$ cat src/rtl/shape_processor_cmd_feeder.sv
// Command feeder for the shape processor: buffers (shape, operation) commands, writes each to the
// CTRL SFR, reads it back and reports per-command accept/reject plus any error seen in flight.
//
// state | meaning
// IDLE  | nothing in flight, waiting for a queued command
// WRITE | CTRL SFR write strobe with the current command
// READ  | CTRL SFR read strobe
// CHECK | compare read-back fields against the command
// RESP  | response presented, waiting for rsp_ready_i
module shape_processor_cmd_feeder #(
   parameter int DEPTH     = 4,
   parameter int SHAPE_W   = 2,
   parameter int OP_W      = 2,
   parameter int SHAPE_LSB = 0,
   parameter int OP_LSB    = 8
) (
   input  logic               clk_i,
   input  logic               rst_i,
   input  logic               cmd_valid_i,
   output logic               cmd_ready_o,
   input  logic [SHAPE_W-1:0] cmd_shape_i,
   input  logic [OP_W-1:0]    cmd_operation_i,
   output logic               write_o,
   output logic [31:0]        write_data_o,
   output logic               read_o,
   input  logic [31:0]        read_data_i,
   input  logic               error_i,
   output logic               rsp_valid_o,
   input  logic               rsp_ready_i,
   output logic               rsp_accepted_o,
   output logic               rsp_error_o,
   output logic               busy_o
);

   localparam int AW    = $clog2(DEPTH);
   localparam int CMD_W = SHAPE_W + OP_W;
   localparam logic [AW:0] PTR_ONE = {{AW{1'b0}}, 1'b1};

   typedef enum logic [2:0] {
      ST_IDLE,
      ST_WRITE,
      ST_READ,
      ST_CHECK,
      ST_RESP
   } state_t;

   state_t             state_q, state_d;
   logic [CMD_W-1:0]   mem_q [DEPTH];
   logic [AW:0]        wr_ptr_q, rd_ptr_q;
   logic [CMD_W-1:0]   cmd_q, cmd_d;
   logic               acc_q, acc_d;
   logic               err_q, err_d;

   logic               full, empty, push, pop, launch;
   logic [CMD_W-1:0]   head;
   logic [SHAPE_W-1:0] cmd_shape;
   logic [OP_W-1:0]    cmd_op;
   logic               unused_rd;

   assign empty = (wr_ptr_q == rd_ptr_q);
   assign full  = (wr_ptr_q[AW] != rd_ptr_q[AW]) &&
                  (wr_ptr_q[AW-1:0] == rd_ptr_q[AW-1:0]);
   assign push  = cmd_valid_i && !full;
   assign head  = mem_q[rd_ptr_q[AW-1:0]];

   assign cmd_shape = cmd_q[OP_W +: SHAPE_W];
   assign cmd_op    = cmd_q[0 +: OP_W];
   assign unused_rd = ^read_data_i;

   // FIFO storage and pointers; pop is owned by the FSM launch decision.
   always_ff @(posedge clk_i or posedge rst_i) begin
      if (rst_i) begin
         wr_ptr_q <= '0;
         rd_ptr_q <= '0;
         for (int i = 0; i < DEPTH; i++) begin
            mem_q[i] <= '0;
         end
      end else begin
         if (push) begin
            mem_q[wr_ptr_q[AW-1:0]] <= {cmd_shape_i, cmd_operation_i};
            wr_ptr_q                <= wr_ptr_q + PTR_ONE;
         end
         if (pop) begin
            rd_ptr_q <= rd_ptr_q + PTR_ONE;
         end
      end
   end

   always_ff @(posedge clk_i or posedge rst_i) begin
      if (rst_i) begin
         state_q <= ST_IDLE;
         cmd_q   <= '0;
         acc_q   <= 1'b0;
         err_q   <= 1'b0;
      end else begin
         state_q <= state_d;
         cmd_q   <= cmd_d;
         acc_q   <= acc_d;
         err_q   <= err_d;
      end
   end

   always_comb begin
      state_d      = state_q;
      cmd_d        = cmd_q;
      acc_d        = acc_q;
      err_d        = err_q;
      launch       = 1'b0;
      pop          = 1'b0;
      write_o      = 1'b0;
      read_o       = 1'b0;
      write_data_o = '0;

      case (state_q)
         ST_IDLE: begin
            launch = !empty;
         end
         ST_WRITE: begin
            write_o                            = 1'b1;
            write_data_o[SHAPE_LSB +: SHAPE_W] = cmd_shape;
            write_data_o[OP_LSB +: OP_W]       = cmd_op;
            err_d                              = err_q | error_i;
            state_d                            = ST_READ;
         end
         ST_READ: begin
            read_o  = 1'b1;
            err_d   = err_q | error_i;
            state_d = ST_CHECK;
         end
         ST_CHECK: begin
            acc_d   = (read_data_i[SHAPE_LSB +: SHAPE_W] == cmd_shape) &&
                      (read_data_i[OP_LSB +: OP_W] == cmd_op);
            err_d   = err_q | error_i;
            state_d = ST_RESP;
         end
         ST_RESP: begin
            if (rsp_ready_i) begin
               launch  = !empty;
               acc_d   = 1'b0;
               err_d   = 1'b0;
               state_d = ST_IDLE;
            end
         end
         default: begin
            state_d = ST_IDLE;
         end
      endcase

      // A new command always starts with a clean response and error history.
      if (launch) begin
         pop     = 1'b1;
         cmd_d   = head;
         acc_d   = 1'b0;
         err_d   = 1'b0;
         state_d = ST_WRITE;
      end
   end

   assign cmd_ready_o    = !full;
   assign rsp_valid_o    = (state_q == ST_RESP);
   assign rsp_accepted_o = acc_q;
   assign rsp_error_o    = err_q;
   assign busy_o         = (state_q != ST_IDLE) || !empty;

endmodule

$ cat config.mk
export PLATFORM = sky130hd
export DESIGN_NAME = shape_processor_cmd_feeder
export DESIGN_NICKNAME = d
export VERILOG_FILES = /design/src/rtl/shape_processor_cmd_feeder.sv
export SDC_FILE = /design/constraint.sdc
export NUM_CORES = 1
export LEC_CHECK = 0
export ABC_AREA = 1
export BUFFER_PORTS_ARGS = -buffer_cell sky130_fd_sc_hd__buf_2
export CORE_ASPECT_RATIO = 0.6
export CORE_UTILIZATION = 51
export CTS_CLUSTER_DIAMETER = 150
export DETAILED_ROUTE_END_ITERATION = 7
export PLACE_DENSITY_LB_ADDON = 0.3
export SYNTH_ARGS = -nofsm -noshare
export SYNTH_HDL_FRONTEND = slang
export SYNTH_SLANG_ARGS = --single-unit
$ cat constraint.sdc
create_clock -name clk_i -period 1.9 [get_ports clk_i]
set_input_delay 0.095 -clock clk_i [delete_from_list [all_inputs] [get_ports clk_i]]
set_output_delay 0.095 -clock clk_i [all_outputs]
set_load 0.01 [all_outputs]
**After elaboration in Yosys (flattened, before gate mapping)**

Cells that the tools add are included.

- Bits in registers: 31
- Bits of input ports: 41
- Output and inout bits: 39
- Word-level logic and storage cells: 65

- $add $sub $neg: 2
- Magnitude comparators: 3
- Equal/unequal tests: 11
- Multiplexer cells: 21
- Bitwise gates (word level): 3
- Reduce and logical (&&, ||, !) cells: 15

Operators with widths:

| cell | number |
|---|---|
| bitwise mux 16 bit | 1 |
| one-hot mux 3 bit (5 select lines) | 1 |
| 2-to-1 mux 4 bit | 3 |
| nonzero test 3 bit | 3 |
| binary-select mux 4 bit (select 2 bit) | 1 |
| demux 4 bit (select 2 bit) | 1 |
| 2-to-1 mux 1 bit | 7 |
| adder 3 x 1 -> 3 bit (second input constant) | 2 |
| equality test 2 bit | 3 |
| equality test 3 x 2 -> 1 bit (second input constant) | 2 |
| greater-or-equal comparator 3 bit (second input constant) | 2 |
| 2-to-1 mux 3 bit | 2 |
| inverter 2 -> 3 bit | 2 |
| one-hot mux 1 bit (2 select lines) | 3 |
| AND reduction 2 bit | 3 |
| logical AND 1 bit | 4 |
| 2-to-1 mux 2 bit | 2 |
| equality test 3 x 1 -> 1 bit (second input constant) | 1 |
| equality test 3 bit | 1 |
| equality test 3 bit (second input constant) | 1 |
| zero test 3 bit | 1 |
| < comparator 3 x 1 -> 1 bit (second input constant) | 1 |
| != test 3 x 1 -> 1 bit (second input constant) | 1 |
| OR reduction 3 bit | 1 |
| 5 further kinds | 6 |

**Longest topological paths before layout**

- Depth in word-level cells: 6
- Gate-level depth with buffers: 9
- Depth with buffers taken out: 9

**Worst setup path after synthesis**

OpenSTA, ideal clock, no wires.

- Path type: reg2reg
- Start: register rd_ptr_q[0]
- End: register wr_ptr_q[1]
- Library setup time: 0.077 ns
- Arrival: 1.184 ns
- Required time: 1.823 ns
- Path slack: 0.639 ns
- Stages on the path, launching flop included: 7
- Buffers on the path: 1
- Clock period less this slack: 1.261 ns
- Cells stage by stage: dfrtp_1 -> buf_6 -> xnor2_4 -> nand4_4 -> nand2_1 -> nor2_1 -> a21oi_1

- Cells in the longest elaborated chain, start to end: 4

Ends and longest elaborated chain:

| element | line | RTL |
|---|---|---|
| start, declared | 49 | `logic [AW:0] wr_ptr_q, rd_ptr_q;` |
| start signal, assigned | 84 | `rd_ptr_q <= rd_ptr_q + PTR_ONE;` |
| equality test 2 bit | 62 | `(wr_ptr_q[AW-1:0] == rd_ptr_q[AW-1:0]);` |
| logical AND 1 bit | 61 | `assign full = (wr_ptr_q[AW] != rd_ptr_q[AW]) &&` |
| zero test 1 bit | - |  |
| net cmd_ready_o | 20 | `output logic cmd_ready_o,` |
| logical AND 1 bit | 63 | `assign push = cmd_valid_i && !full;` |
| end signal, assigned | 81 | `wr_ptr_q <= wr_ptr_q + PTR_ONE;` |
| end, declared | 49 |  |

The timed path passes the listed nets, and every way through them passes these cells.
A chain may end at the register's enable or synchronous reset.

**Final worst setup path**

- Start: register rd_ptr_q[1]
- End: output port busy_o

- Cells in the longest elaborated chain, start to end: 3

Ends and longest elaborated chain:

| element | line | RTL |
|---|---|---|
| equality test 3 bit | 60 | `assign empty = (wr_ptr_q == rd_ptr_q);` |
| zero test 1 bit | 163 | `assign busy_o = (state_q != ST_IDLE) \|\| !empty;` |
| logical OR 1 bit | 163 |  |
| end, declared | 32 | `output logic busy_o` |

No other way between the ends.

==> flow_metrics.env <==
export IMPL_outcome="completed"
export IMPL_syn_inst=206
export IMPL_layout_common_cells="33 x nand2_1, 31 x dfrtp_1, 28 x conb_1"
export IMPL_slew_violations=0
export IMPL_antenna_left=0
export IMPL_synth_area_per_cell_sq_um=8.69
export IMPL_firstDrtPassIters=4
export IMPL_crit_chain="inv_2 -> nand2_1 -> nand2_2 -> nand3_2 -> nand2_4 -> nand3_1 -> buf_2"
export IMPL_async_flop_share=1.00
export IMPL_yosys_area_share_adder=0.0350
export IMPL_drive_gt1_frac=0.182
export IMPL_met3_usage=0.0571
export IMPL_use_met1=0.264
export IMPL_routabilityCongestion=0.739
export IMPL_cts_root_buf="clkbuf_8"
export IMPL_syn_area_sq_um=1790
export IMPL_p_per_area_nw_per_um2=1740
export IMPL_num_fill_cells=329
export IMPL_synth_mux_area_frac=0
export IMPL_synth_edf_count=0
export IMPL_antenna_found_initial=0
export IMPL_post_route_util=0.589
export IMPL_fin_crit_ps=1740
export IMPL_worstPathArrival_ps=1640
export IMPL_drt_initial_drc_count=40
export IMPL_dieWidth_um=78.5
export IMPL_stdcell_count=281
export IMPL_via_per_inst=4.55
export IMPL_cts_tree="done"
export IMPL_cp_data_required_time_ps=1800
export IMPL_worst_r2r_path_depth=6
export IMPL_cp_max_fo=14
export IMPL_switching_share=0.438
export IMPL_gr_usage_met2=0.263
export IMPL_ys_flop_type="dfrtp_1"
export IMPL_vias=1278
export IMPL_crit_type="flip-flop to output pin"
export IMPL_final_common_cell="nand2_1"
export IMPL_synth_xor_area_frac=0.0545
export IMPL_p_seq_frac=0.363
export IMPL_wirelength_um=3120
export IMPL_dp_cells=273
export IMPL_synth_warnings=0
export IMPL_cts_buffers=5
export IMPL_fp_row_count=16
export IMPL_holdCritPathClass="input port to flip-flop"
export IMPL_cts_sinks=31
export IMPL_num_antenna_cells=0
export IMPL_power_frac_comb=0.482
export IMPL_grt_pass1_wl_um=4870
export IMPL_ys_ff_latch=31
export IMPL_path_clk_slew_ps=60
export IMPL_clock_latency_ps=280
export IMPL_routedWlPerCell_um=11.1
export IMPL_synth_compound_area_frac=0.107
export IMPL_whs_endpoint="rsp_error_o"
export IMPL_remaining_drc_errors=0
export IMPL_rsz0062_at_grt="no"
export IMPL_cp_buffers_inverters=2
export IMPL_die_h_um=47.9
export IMPL_hold_viol=0
export IMPL_finClkSkew_ps=6.58
export IMPL_maxClockFrequency_mhz=576
export IMPL_portBuffers=23
export IMPL_fp_dieArea_sq_um=3760
export IMPL_yosysSeqAreaShare=0.434
export IMPL_worstHoldStart="error_i"
export IMPL_whs_path_depth=3
export IMPL_initial_core_util=0.542
export IMPL_grt_pass1_vias=1039
export IMPL_ir_drop_uv=688
export IMPL_endpoint_kind="output pin"
export IMPL_grt_start_max_net_pins=32
export IMPL_fin_crit_sh=0.914
export IMPL_grt_busiest_layer="met1"
export IMPL_htreeDepth=2
export IMPL_power_leakage_nw=1.03
export IMPL_cp_slowest_cell="dfrtp_1"
export IMPL_setup_viol=0
export IMPL_tns_ps=0
export IMPL_rr_startpoint="rd_ptr_q[1]"
export IMPL_hpwl_um=2260
export IMPL_cpLargestDelayFamily="simple AND/OR/NAND/NOR gates"
export IMPL_synth_cell_types=25
export IMPL_pin_count=80
export IMPL_worstReg2RegEnd="mem_q[5]"
export IMPL_fin_nets=282
export IMPL_drv_cap=0
export IMPL_critPathMaxStageDelay_ps=480
export IMPL_p_int_w=0.00190
export IMPL_core_sq_um=3300
export IMPL_rrSetupSlack_ps=440
export IMPL_overflow=0
export IMPL_grt_usage=0.185
export IMPL_power_switching_w=0.00148
export IMPL_cts_buffer_depth=2
export IMPL_critPathLaunchType="flip-flop"
export IMPL_synth_top_family_by_area="simple AND/OR/NAND/NOR gates"
export IMPL_pwr_share_clk=0.155
export IMPL_finalPower_w=0.00338
export IMPL_areaGrowthSynthToFinish_pct=8.81
export IMPL_synth_simple_area_share=0.187
## cell usage after synthesis, types with 2 or more instances
library cell / n / area, sq um
nand2_2: 2 / 12.5
nor3_1: 2 / 10.0
nand4_1: 2 / 12.5
nand3_2: 4 / 40.0
xor2_1: 4 / 35.0
nand3_1: 4 / 20.0
o22ai_1: 4 / 25.0
nor2_1: 19 / 71.3
o21ai_0: 24 / 120
buf_6: 2 / 22.5
xnor2_1: 4 / 35.0
dfrtp_1: 31 / 776
inv_1: 22 / 82.6
buf_4: 28 / 210
a21oi_1: 8 / 40.0
nand2_1: 33 / 124
ha_1: 5 / 62.6
## registers in the layout, summed over array words and instances (netlist names)
name	cells
mem_q	16
rd_ptr_q	3
rsp_error_o	1
wr_ptr_q	3
cmd_q	4
state_q	3
rsp_accepted_o	1
## cell type report
type	count	area, sq um	area share
repair buffers	26	140	0.0720
clock buffers	6	82.6	0.0424
flip-flops and latches	31	776	0.398
well taps	45	56.3	0.0289
inverters	24	90.1	0.0463
clock inverters	1	5.00	0.00257
multi-input cells	148	797	0.409
## routing by layer
layer  vias up  wire length (um)
met3         5               146
met4         0                22
li1        663                 -
met2        29              1340
met1       581              1610
met5         -                 0
## through the flow
step	instance area [sq um]	setup slack (ps)	hold WS, ps
after detailed placement	1840	378	197
after CTS	1940	64.5	117
after global placement	1840	417	192
after floorplan	1890	639	199
after global routing	1950	70.9	148
final	1950	163	119
## worst max path at each step
stage	endpoint	slack (ps)	startpoint	cells after the start
finish	busy_o	160	rd_ptr_q[1]	7
global route	busy_o	70	rd_ptr_q[1]	7
CTS	busy_o	60	rd_ptr_q[1]	7
detailed placement	busy_o	380	rd_ptr_q[1]	7
global placement	busy_o	420	rd_ptr_q[1]	7
floorplan	wr_ptr_q[1]	640	rd_ptr_q[0]	6
## cells by family (layout without fill, tap and decap cells)
group                    Yosys count  in the layout
XOR/XNOR                           9              9
AO/OA/AOI/OAI                     37             37
flip-flops                        31             31
other                              1             28
AND/OR/NAND/NOR                   69             69
buffers and inverters             54             57
adder cells (fa/ha/maj)            5              5
## worst register-to-register path: cells and delay by family (launching register included)
kind / cells / cell delay, ps
buffers and inverters: 1 / 120
DFF: 1 / 500
AOI/OAI and AO/OA: 1 / 220
and+or+nand+nor: 4 / 540
## power groups by stage
stage               registers (W)  clock network [W]  logic [W]
floorplan                 0.00117                  0    0.00136
global placement          0.00122                  0    0.00158
detailed placement        0.00123                  0    0.00162
CTS                       0.00123           0.000530    0.00163
global route              0.00126           0.000551    0.00187
finish                    0.00123           0.000523    0.00163
## repair_timing
action / in CTS / in global routing
setup buffers: 0 / 0
setup endpoints to repair: 0 / 1
gates resized for setup: 0 / 1
hold buffers: 1 / 0
endpoints found under the hold margin: 31 / 0
(Power assumes the default switching activity.)
